### config.mk
export PLATFORM = sky130hd
export DESIGN_NAME = mem_access_unit
export DESIGN_NICKNAME = d
export VERILOG_FILES = /design/src/rtl/mem_stage_pkg.sv /design/src/rtl/mem_wb_reg.sv /design/src/rtl/mem_access_unit.sv
export SDC_FILE = /design/constraint.sdc
export NUM_CORES = 1
export LEC_CHECK = 0
export ABC_AREA = 0
export BUFFER_PORTS_ARGS = -buffer_cell sky130_fd_sc_hd__buf_2
export CORE_MARGIN = 2
export CORE_UTILIZATION = 46
export CTS_BUF_LIST = sky130_fd_sc_hd__clkbuf_16
export DETAILED_ROUTE_END_ITERATION = 8
export PLACE_DENSITY = 0.89
export SYNTH_ARGS = -nofsm -noshare
export SYNTH_HDL_FRONTEND = slang
export SYNTH_HIERARCHICAL = 1
export SYNTH_SLANG_ARGS = --single-unit
### constraint.sdc
create_clock -name clk -period 4.1 [get_ports clk]
set_input_delay 0.615 -clock clk [delete_from_list [all_inputs] [get_ports clk]]
set_output_delay 0.615 -clock clk [all_outputs]
set_load 0.005 [all_outputs]
### src/rtl/mem_stage_pkg.sv
// Shared types for the MIPS memory stage: FSM states, alignment mask and
// the MEM/WB pipeline record.
package mem_stage_pkg;

    typedef enum logic [1:0] {
        MS_IDLE = 2'd0,
        MS_BUSY = 2'd1
    } mem_state_t;

    localparam logic [1:0] ALIGN_MASK = 2'b11;

    typedef struct packed {
        logic        regwrite;
        logic        memtoreg;
        logic [31:0] readdata;
        logic [31:0] aluout;
        logic [4:0]  writereg;
        logic [31:0] instr;
    } mem_wb_t;

    localparam int MEM_WB_W = $bits(mem_wb_t);

    // Word accesses only: both low address bits must be clear.
    function automatic logic is_aligned(input logic [1:0] addr_lo);
        return (addr_lo & ALIGN_MASK) == 2'b00;
    endfunction

endpackage

### src/rtl/mem_wb_reg.sv
// MEM/WB pipeline register: captures the prepared record every cycle or
// loads a bubble (all zeros) while the memory stage is still busy.
module mem_wb_reg
    import mem_stage_pkg::*;
(
    input  logic                clk,
    input  logic                reset,
    input  logic                bubble,
    input  logic [MEM_WB_W-1:0] d,
    output logic [MEM_WB_W-1:0] q
);

    // Capture or bubble on every clock; reset clears the whole record.
    always_ff @(posedge clk or posedge reset) begin
        if (reset)
            q <= '0;
        else if (bubble)
            q <= '0;
        else
            q <= d;
    end

endmodule

### src/rtl/mem_access_unit.sv
// Memory-stage engine: issues data-memory accesses over a req/ack
// handshake, stalls upstream stages while an access is outstanding,
// aborts on timeout and retires misaligned/aborted accesses as bubbles.
module mem_access_unit #(
    parameter int TIMEOUT_CYCLES = 255
) (
    input  logic        clk,
    input  logic        reset,
    input  logic        regwriteM,
    input  logic        memtoregM,
    input  logic        memwriteM,
    input  logic [31:0] aluoutM,
    input  logic [31:0] writedataM,
    input  logic [4:0]  writeregM,
    input  logic [31:0] instrM,
    output logic        dmem_req,
    output logic        dmem_we,
    output logic [31:0] dmem_addr,
    output logic [31:0] dmem_wdata,
    input  logic [31:0] dmem_rdata,
    input  logic        dmem_ack,
    output logic        stallM,
    output logic        regwriteW,
    output logic        memtoregW,
    output logic [31:0] readdataW,
    output logic [31:0] aluoutW,
    output logic [4:0]  writeregW,
    output logic [31:0] instrW,
    output logic        mem_err
);

    import mem_stage_pkg::*;

    // Counter value seen in the last BUSY cycle allowed before abort.
    localparam logic [7:0] CNT_LAST = 8'(TIMEOUT_CYCLES - 1);

    mem_state_t state, state_next;
    logic [7:0] cnt;
    logic       mem_op;
    logic       start_acc;
    logic       err_next;
    logic       bubble;
    mem_wb_t    wb_d;
    mem_wb_t    wb_q;

    assign mem_op   = memtoregM | memwriteM;
    // Request is exactly "access outstanding", so reset drops it at once.
    assign dmem_req = (state == MS_BUSY);

    // State register.
    always_ff @(posedge clk or posedge reset) begin
        if (reset)
            state <= MS_IDLE;
        else
            state <= state_next;
    end

    // Next state, stall and the record offered to MEM/WB.
    always_comb begin
        state_next   = state;
        stallM       = 1'b0;
        bubble       = 1'b0;
        start_acc    = 1'b0;
        err_next     = 1'b0;
        wb_d.regwrite = regwriteM;
        wb_d.memtoreg = memtoregM;
        wb_d.readdata = '0;
        wb_d.aluout   = aluoutM;
        wb_d.writereg = writeregM;
        wb_d.instr    = instrM;
        case (state)
            MS_IDLE: begin
                if (mem_op) begin
                    if (is_aligned(aluoutM[1:0])) begin
                        stallM     = 1'b1;
                        bubble     = 1'b1;
                        start_acc  = 1'b1;
                        state_next = MS_BUSY;
                    end else begin
                        wb_d.regwrite = 1'b0;
                        wb_d.memtoreg = 1'b0;
                        err_next      = 1'b1;
                    end
                end
            end
            MS_BUSY: begin
                if (dmem_ack) begin
                    wb_d.readdata = dmem_we ? 32'h0 : dmem_rdata;
                    state_next    = MS_IDLE;
                end else if (cnt == CNT_LAST) begin
                    wb_d.regwrite = 1'b0;
                    wb_d.memtoreg = 1'b0;
                    err_next      = 1'b1;
                    state_next    = MS_IDLE;
                end else begin
                    stallM = 1'b1;
                    bubble = 1'b1;
                end
            end
            default: state_next = MS_IDLE;
        endcase
    end

    // Access latches, saturating wait counter and registered error pulse.
    always_ff @(posedge clk or posedge reset) begin
        if (reset) begin
            dmem_addr  <= '0;
            dmem_wdata <= '0;
            dmem_we    <= 1'b0;
            cnt        <= '0;
            mem_err    <= 1'b0;
        end else begin
            mem_err <= err_next;
            if (start_acc) begin
                dmem_addr  <= aluoutM;
                dmem_wdata <= writedataM;
                dmem_we    <= memwriteM;
                cnt        <= '0;
            end else if (state == MS_BUSY && cnt != 8'hFF) begin
                cnt <= cnt + 8'd1;
            end
        end
    end

    mem_wb_reg u_mem_wb (
        .clk    (clk),
        .reset  (reset),
        .bubble (bubble),
        .d      (wb_d),
        .q      (wb_q)
    );

    assign regwriteW = wb_q.regwrite;
    assign memtoregW = wb_q.memtoreg;
    assign readdataW = wb_q.readdata;
    assign aluoutW   = wb_q.aluout;
    assign writeregW = wb_q.writereg;
    assign instrW    = wb_q.instr;

endmodule

==> flow_summary.yaml, run 1 <==
clocking:
  numCtsBuffers: 17
  post_cts_resized: 0
  clock_path_buffers: 2
  clock_latency_ps: 420
  cts_tree: "done"
  post-cts-setup-buffers: 0
  clk_pin_slew_worst_paths_ps: 60
  holdBufCountCts: 0
  htree_levels: 4
  cts_sinks: 178
  clockRootBuffer: "clkbuf_16"
flow_run:
  maxCapViolCount: 0
setup_path:
  cp_slowest_stage_delay_ps: 420
  cp_max_fo: 42
  crit_path_top_delay_cell: "dfrtp_1"
  cp.arrival_ps: 2090
  crit_type: "reg2out"
  path_cells: "nand4_1 -> nor2_1 -> nand2_1 -> a31o_4 -> buf_2"
  critPathCaptureType: "primary output"
  start_kind: "flop"
  crit_buf_inv: 1
  crit_required_ps: 3480
  path_delay_family: "simple AND/OR/NAND/NOR gates"
detailed_routing:
  avgRoutedWirePerCell_um: 15.0
  drc: 0
  vias: 5025
  viasPerCell: 4.64
  wl_um: 16300
  ant_nets: 0
  drt_first_pass_iters: 4
  drt-initial-drc-count: 260
grt:
  grt_usage_pct: 21.6
  grt_pass1_vias: 4932
  grt_pass1_wl_um: 24800
  grt_max_degree: 75
  antenna_found_initial: 0
  overflow: 0
timing:
  fin_crit_sh_pct: 65.9
  max_slew_margin_pct: 31.9
  tightest_slew_ps: 1020
  rsz0062_at_grt: "no"
  slew_violations: 0
  fmaxAchievable_ghz: 0.370
  hold_violations: 0
  min_period_ps: 2700
  finClkSkew_ps: 10.1
  hold_slack_ps: 335
  tns_ps: 0
  finalSetupViolCount: 0
power_and_ir_drop:
  cellPowerDensity_mw_per_mm2: 502
  p_leak_nw: 4.97
  ir_worst_vdd_v: 0.000318
yosys:
  synth_warnings: 6
  async_flop_share_pct: 100
  yosys_register_bits: 178
  ys_seq_area_share_pct: 68.2
  synth_area_per_cell_um2: 11.1
  syn_inst: 587
  syn-cell-area_mm2: 0.00653
  synth.distinct_cells: 30
  syn_nets: 728
  synth_flop_cell: "dfrtp_1"
  synth_edf_count: 0
layout:
  antennaDiodeCount: 0
  fin_cells: 1084
  fin_nets: 1032
  multi_input_area_mm2: 0.00189
  drive_gt1_share_pct: 39.0
  nFillCells: 1122
  seq_area_mm2: 0.00445
  area_delta_synth_final_pct: 35.0
min_path:
  hp-class: "in2async"
floorplan:
  start_util_pct: 47.0
  die_x_um: 123
  coreArea_mm2: 0.0139
  die_y_um: 123
  die_area_mm2: 0.0152
  ios: 310
  rows: 43
place:
  dp.cells: 1052
  portBuffers: 309
  place.gp.congestion: 0.869
  dpl.hpwl_um: 11600
run_status:
  status: "finished clean"
[per-layer routing]
metal  vias up  part of all wire [%]  GRT usage, %
met5         -                     0             0
met2       207                    51          36.7
li1       2408                     -             -
met3        34                   6.9          5.07
met1      2376                    39          26.3
met4         0                   2.3          9.09
[layout make-up]
type | count | area share [%]
timing repair buffer | 315 | 18.1
inverter | 5 | 0.255
clock buffer | 17 | 4.83
multi-input combinational | 374 | 21.5
clock inverter | 15 | 2.33
tap | 180 | 2.55
sequential | 178 | 50.5
[logic make-up after synthesis]
family                   Yosys count  synth area share, %
AND/OR/NAND/NOR                  353                 26.3
flip-flops                       178                 68.2
buffers and inverters             35                 2.93
AO/OA/AOI/OAI                     16                 1.71
multiplexers                       2                0.307
adder cells (fa/ha/maj)            2                0.383
XOR/XNOR                           1                0.134
[power breakdown]
part           switching (mW)  internal (mW)
clock network           0.677           1.03
registers               0.109           1.97
logic                   0.346          0.296
[per-stage QoR]
step	setup slack [ps]	total power [mW]	instance area [um2]	utilization [%]
after floorplan	781	2.40	6530	-
after global placement	1750	2.73	8190	59.0
after detailed placement	1640	2.76	8190	59.0
after CTS	1380	4.47	8820	63.5
after global routing	1250	4.66	8820	63.5
final	1400	4.43	8820	63.5
[state kept, by name, indices dropped and copies added (netlist names)]
signal and cells:
dmem_addr 32, cnt 8, state 1, mem_err 1, dmem_wdata 32, u_mem_wb/q 103, dmem_we 1
[layout by cell type, fill, tap and decap left out, types with 2 or more instances in the layout]
cell type	synthesis	layout
and2_1	34	34
nand2_1	194	194
nand3_1	6	6
and4_1	2	2
nor2_1	5	5
a31oi_1	2	2
nand4_1	3	3
mux2i_1	2	2
dfrtp_1	178	178
bufinv_16	0	4
inv_8	0	2
clkinv_4	0	2
clkinv_2	0	2
inv_6	0	2
clkinvlp_4	0	2
ha_1	2	2
o21ai_0	7	7
buf_4	1	6
inv_1	5	4
nor2b_1	103	103
buf_2	15	309
clkbuf_16	0	17
[final timing paths]
kind,from,to,slack (ps),depth (start not counted)
worst max-delay path,cnt[4]$_DFFE_PP0P_,stallM,1400,5
worst min-delay path,reset,dmem_addr[25]$_DFFE_PP0P_,330,2
worst max register to register,state[0]$_DFFE_PP0P_,u_mem_wb/q[15]$_DFF_PP0_,1770,5
worst min register to register,dmem_addr[26]$_DFFE_PP0P_,dmem_addr[26]$_DFFE_PP0P_,470,2
max in group asynchronous,reset,u_mem_wb/q[42]$_DFF_PP0_,2740,3
min in group clk,writedataM[15],dmem_wdata[15]$_DFFE_PP0P_,380,3
[Yosys cell counts, types with 2 or more instances]
master	instances	area [um2]
a31o_2	2	17.5
a31oi_1	2	12.5
and2_1	34	213
and4_1	2	17.5
buf_2	15	75.1
buf_6	5	56.3
clkbuf_1	9	33.8
dfrtp_1	178	4450
ha_1	2	25.0
inv_1	5	18.8
mux2i_1	2	20.0
nand2_1	194	728
nand3_1	6	30.0
nand4_1	3	18.8
nor2_1	5	18.8
nor2b_1	103	644
o21ai_0	7	35.0
[worst register-to-register path: stages (launching register included)]
cell     delay, ps
dfrtp_1        540
o21ba_4        320
and2_4         150
a31o_4         400
buf_4          600
nor2b_1        180
No activity file was read; power rests on OpenSTA's default activity.
==> run 2, diff against run 1 <==
--- a/config.mk
+++ b/config.mk
@@ -8,10 +8,10 @@
 export ABC_AREA = 0
 export BUFFER_PORTS_ARGS = -buffer_cell sky130_fd_sc_hd__buf_2
 export CORE_MARGIN = 2
-export CORE_UTILIZATION = 46
+export CORE_UTILIZATION = 42
 export CTS_BUF_LIST = sky130_fd_sc_hd__clkbuf_16
 export DETAILED_ROUTE_END_ITERATION = 8
-export PLACE_DENSITY = 0.89
+export PLACE_DENSITY = 0.86
 export SYNTH_ARGS = -nofsm -noshare
 export SYNTH_HDL_FRONTEND = slang
 export SYNTH_HIERARCHICAL = 1
==> constraint.sdc (replaced) <==
create_clock -name clk -period 2.34 [get_ports clk]
set_input_delay 0.351 -clock clk [delete_from_list [all_inputs] [get_ports clk]]
set_output_delay 0.351 -clock clk [all_outputs]
set_load 0.005 [all_outputs]
==> flow_summary.yaml, run 2 (same netlist as run 1, synthesis figures left out) <==
floorplan:
  rows: 45
  die_area_mm2: 0.0166
  die_y_um: 129
  coreArea_mm2: 0.0152
  ios: 310
  start_util_pct: 42.9
  die_x_um: 129
layout:
  nFillCells: 1261
  multi_input_area_mm2: 0.00191
  seq_area_mm2: 0.00446
  largest_reg_flops: 103
  final_common_cell: "buf_2"
  final_cell_mix: "309 x buf_2, 194 x nand2_1, 177 x dfrtp_1, 103 x nor2b_1, 34 x and2_1"
  regMostFlops: "u_mem_wb/q"
  biggestRegsByFlops: "u_mem_wb/q x103, dmem_addr x32, dmem_wdata x32"
  fin_cells: 1096
  area_delta_synth_final_pct: 35.1
  fin_nets: 1035
  drive_gt1_share_pct: 39.3
timing:
  tightest_slew_ps: 703
  max_slew_margin_pct: 53.2
  fmaxAchievable_ghz: 0.444
  hold_slack_ps: 118
  tns_ps: 0
  slew_violations: 0
  min_period_ps: 2250
  fin_crit_sh_pct: 96.3
  final.setup.worst_slack_ps: 86.9
  finalSetupViolCount: 0
  hold_violations: 0
  finClkSkew_ps: 7.09
clocking:
  clock_latency_ps: 420
  cts_sinks: 178
  clk_pin_slew_worst_paths_ps: 60
  clock_path_buffers: 2
  post-cts-setup-buffers: 0
  htree_levels: 4
  clockRootBuffer: "clkbuf_16"
  cts_tree: "done"
  numCtsBuffers: 17
setup_path:
  reg2reg_slack_ps: 520
  rr_startpoint: "cnt[4]$_DFFE_PP0P_"
  r2r-end: "u_mem_wb/q[102]$_DFF_PP0_"
  start_kind: "flop"
  crit_required_ps: 1990
  critPathCaptureType: "primary output"
  crit_type: "reg2out"
  cp.arrival_ps: 1900
  reg2reg_depth: 6
  cp_max_fo: 20
  crit_path_start: "cnt[4]$_DFFE_PP0P_"
grt:
  grt_usage_pct: 19.4
  overflow: 0
  antenna_found_initial: 1
  grt_pass1_wl_um: 24600
  grt_max_degree: 87
  grt_pass1_vias: 4895
power_and_ir_drop:
  cellPowerDensity_mw_per_mm2: 834
  p_leak_nw: 4.95
  ir_worst_vdd_v: 0.000451
  power.total_mw: 7.36
detailed_routing:
  drt_first_pass_iters: 4
  vias: 5001
  drt-initial-drc-count: 234
  drc: 0
  ant_nets: 0
  avgRoutedWirePerCell_um: 14.6
  viasPerCell: 4.56
  wl_um: 16000
place:
  place.gp.congestion: 0.826
  dpl.hpwl_um: 11600
  portBuffers: 309
  pre_cts_slack_ps: 476
  dp.cells: 1062
run_status:
  status: "finished clean"
min_path:
  whs_path_depth: 3
  min_to: "dmem_wdata[21]$_DFFE_PP0P_"
  hp-class: "in2reg"
  worstHoldStart: "writedataM[21]"
flow_run:
  maxCapViolCount: 0
## run 2: worst max path at each step
stage | endpoint
floorplan | cnt[0]$_DFFE_PP0P_
global placement | stallM
detailed placement | stallM
CTS | stallM
global route | stallM
finish | stallM
## run 2: what timing repair did
item | 4_1_cts | 5_1_grt
gates resized for setup | 0 | 3
hold buffers | 1 | 0
hold endpoints to repair | 17 | 0
endpoints found under the setup margin | 0 | 1
## run 2: cell type report
class	count	area share (%)
clock inverter	15	1.25
tap	188	2.67
timing repair buffer	318	18.9
inverter	5	0.255
multi-input combinational	374	21.6
antenna	1	0.0284
clock buffer	17	4.82
sequential	178	50.5
## run 2: per-stage QoR
stage / instance area, um2 / utilization (%)
global placement: 8270 / 54.4
floorplan: 6530 / -
global route: 8820 / 58.0
finish: 8820 / 58.0
CTS: 8810 / 58.0
detailed placement: 8270 / 54.4
## run 2: report_power, final
group	leakage (nW)	internal, mW	switching [mW]
clock	0.255	1.37	1.21
sequential	2.26	3.45	0.186
combinational	2.43	0.537	0.605
## run 2: worst max-delay path, stage by stage, from the launching register on
cell and delay (ps):
dfrtp_1 420, nand4_1 240, nor2_4 200, nand2_1 110, a31o_4 350, buf_2 160
## run 2: layer usage
metal / global-route usage, % / vias up / wire (um)
met1: 21.7 / 2360 / 6140
met5: 0 / - / 0
met4: 8.12 / 0 / 448
met3: 5.49 / 31 / 1020
met2: 34.6 / 199 / 8400
li1: - / 2411 / -
==> run 3, diff against run 2 <==
--- a/config.mk
+++ b/config.mk
@@ -7,7 +7,6 @@
 export LEC_CHECK = 0
 export ABC_AREA = 0
 export BUFFER_PORTS_ARGS = -buffer_cell sky130_fd_sc_hd__buf_2
-export CORE_MARGIN = 2
 export CORE_UTILIZATION = 42
 export CTS_BUF_LIST = sky130_fd_sc_hd__clkbuf_16
 export DETAILED_ROUTE_END_ITERATION = 8
==> flow_summary.yaml, run 3 (same netlist as run 1, synthesis figures left out) <==
clocking:
  cts_sinks: 178
  numCtsBuffers: 17
  clock_latency_ps: 420
  cts_tree: "done"
  post-cts-setup-buffers: 0
  clock_path_buffers: 2
  htree_levels: 4
  clk_pin_slew_worst_paths_ps: 60
  clockRootBuffer: "clkbuf_16"
timing:
  fmaxAchievable_ghz: 0.462
  tns_ps: 0
  fin_crit_sh_pct: 92.5
  finalSetupViolCount: 0
  hold_slack_ps: 120
  finClkSkew_ps: 9.62
  hold_violations: 0
  max_slew_margin_pct: 66.9
  tightest_slew_ps: 497
  slew_violations: 0
  min_period_ps: 2160
grt:
  grt_pass1_vias: 4787
  overflow: 0
  grt_max_degree: 76
  grt_usage_pct: 19.8
  antenna_found_initial: 0
  grt_pass1_wl_um: 24200
layout:
  regMostFlops: "u_mem_wb/q"
  largest_reg_flops: 103
  antennaDiodeCount: 0
  area_delta_synth_final_pct: 35.6
  post-route-util_pct: 58.3
  final_common_cell: "buf_2"
  biggestRegsByFlops: "u_mem_wb/q x103, dmem_addr x32, dmem_wdata x32"
  fin_nets: 1038
  final_cell_mix: "309 x buf_2, 194 x nand2_1, 178 x dfrtp_1, 103 x nor2b_1, 34 x and2_1"
  nFillCells: 1253
  drive_gt1_share_pct: 39.3
  design_area_mm2: 0.00886
floorplan:
  ios: 310
  rows: 45
  die_y_um: 127
  start_util_pct: 42.9
  coreArea_mm2: 0.0152
  die_x_um: 127
  die_area_mm2: 0.0160
setup_path:
  crit_required_ps: 1990
  crit_type: "reg2out"
  start_kind: "flop"
  cp_max_fo: 18
  critPathCaptureType: "primary output"
  cp.arrival_ps: 1810
detailed_routing:
  vias: 4967
  drt-initial-drc-count: 179
  drc: 0
  wl_um: 15400
  ant_nets: 0
  viasPerCell: 4.52
  avgRoutedWirePerCell_um: 14.0
  drt_first_pass_iters: 4
min_path:
  hp-class: "in2reg"
power_and_ir_drop:
  p_leak_nw: 4.99
  power.total_mw: 7.53
  cellPowerDensity_mw_per_mm2: 850
  ir_worst_vdd_v: 0.000464
place:
  dpl.hpwl_um: 11100
  dpl_cell_area_mm2: 0.00826
  place.gp.congestion: 0.823
  portBuffers: 309
run_status:
  status: "finished clean"
flow_run:
  maxCapViolCount: 0
==> run 3: changes by cell type in the layout (fill, tap and decap cells not counted), sizes merged <==
| cell | previous run | this run |
|---|---|---|
| inv | 10 | 11 |
| clkinvlp | 5 | 3 |
| buf | 317 | 320 |
| diode | 1 | 0 |
| bufinv | 0 | 2 |
| clkinv | 5 | 4 |
==> run 3: repair_timing <==
| action | in CTS | in global routing |
|---|---|---|
| hold endpoints to repair | 19 | 0 |
| hold buffers | 1 | 0 |
| resized for setup | 0 | 2 |
| endpoints found under the setup margin | 0 | 1 |
==> run 3: layer usage <==
metal	track usage [%]	part of all wire (%)
met1	23.2	40
met2	34.9	52
met3	4.98	6.3
met4	8.12	2.1
met5	0	0
==> run 3: final timing paths <==
path	from	endpoint	slack, ps	depth (start not counted)
max	cnt[4]$_DFFE_PP0P_	stallM	180	5
min	writedataM[23]	dmem_wdata[23]$_DFFE_PP0P_	120	3
max reg2reg	state[0]$_DFFE_PP0P_	u_mem_wb/q[12]$_DFF_PP0_	460	5
min reg2reg	dmem_wdata[3]$_DFFE_PP0P_	dmem_wdata[3]$_DFFE_PP0P_	470	2
max in group asynchronous	reset	u_mem_wb/q[44]$_DFF_PP0_	1100	4
min in group asynchronous	reset	u_mem_wb/q[64]$_DFF_PP0_	540	3
==> run 3: area by class of cell <==
type                       instances  area [um2]  area share, %
clock buffer                      17         425           4.80
clock inverter                    15         155           1.75
inverter                           5        22.5          0.254
multi-input combinational        374        1900           21.4
sequential                       178        4450           50.3
tap                              188         235           2.66
timing repair buffer             321        1660           18.8
==> run 3: where the power goes <==
part,leakage (nW),switching (mW),internal (mW),total [mW]
sequential,2.26,0.182,3.46,3.64
clock,0.287,1.18,1.58,2.77
combinational,2.44,0.596,0.532,1.13
total,4.99,1.96,5.57,7.53
==> run 3: worst max-delay path, cell delays in order, from the launching register on <==
cell	delay [ps]
dfrtp_1	410
nand4_1	210
nor2_4	180
nand2_1	100
a31o_4	340
buf_2	150
==> run 3: metrics by stage <==
step / setup slack (ps) / instances
2_1_floorplan: 79.0 / 587
3_3_place_gp: 536 / 1065
3_5_place_dp: 431 / 1065
4_1_cts: 63.1 / 1098
5_1_grt: -0.878 / 1098
6_report: 176 / 1098
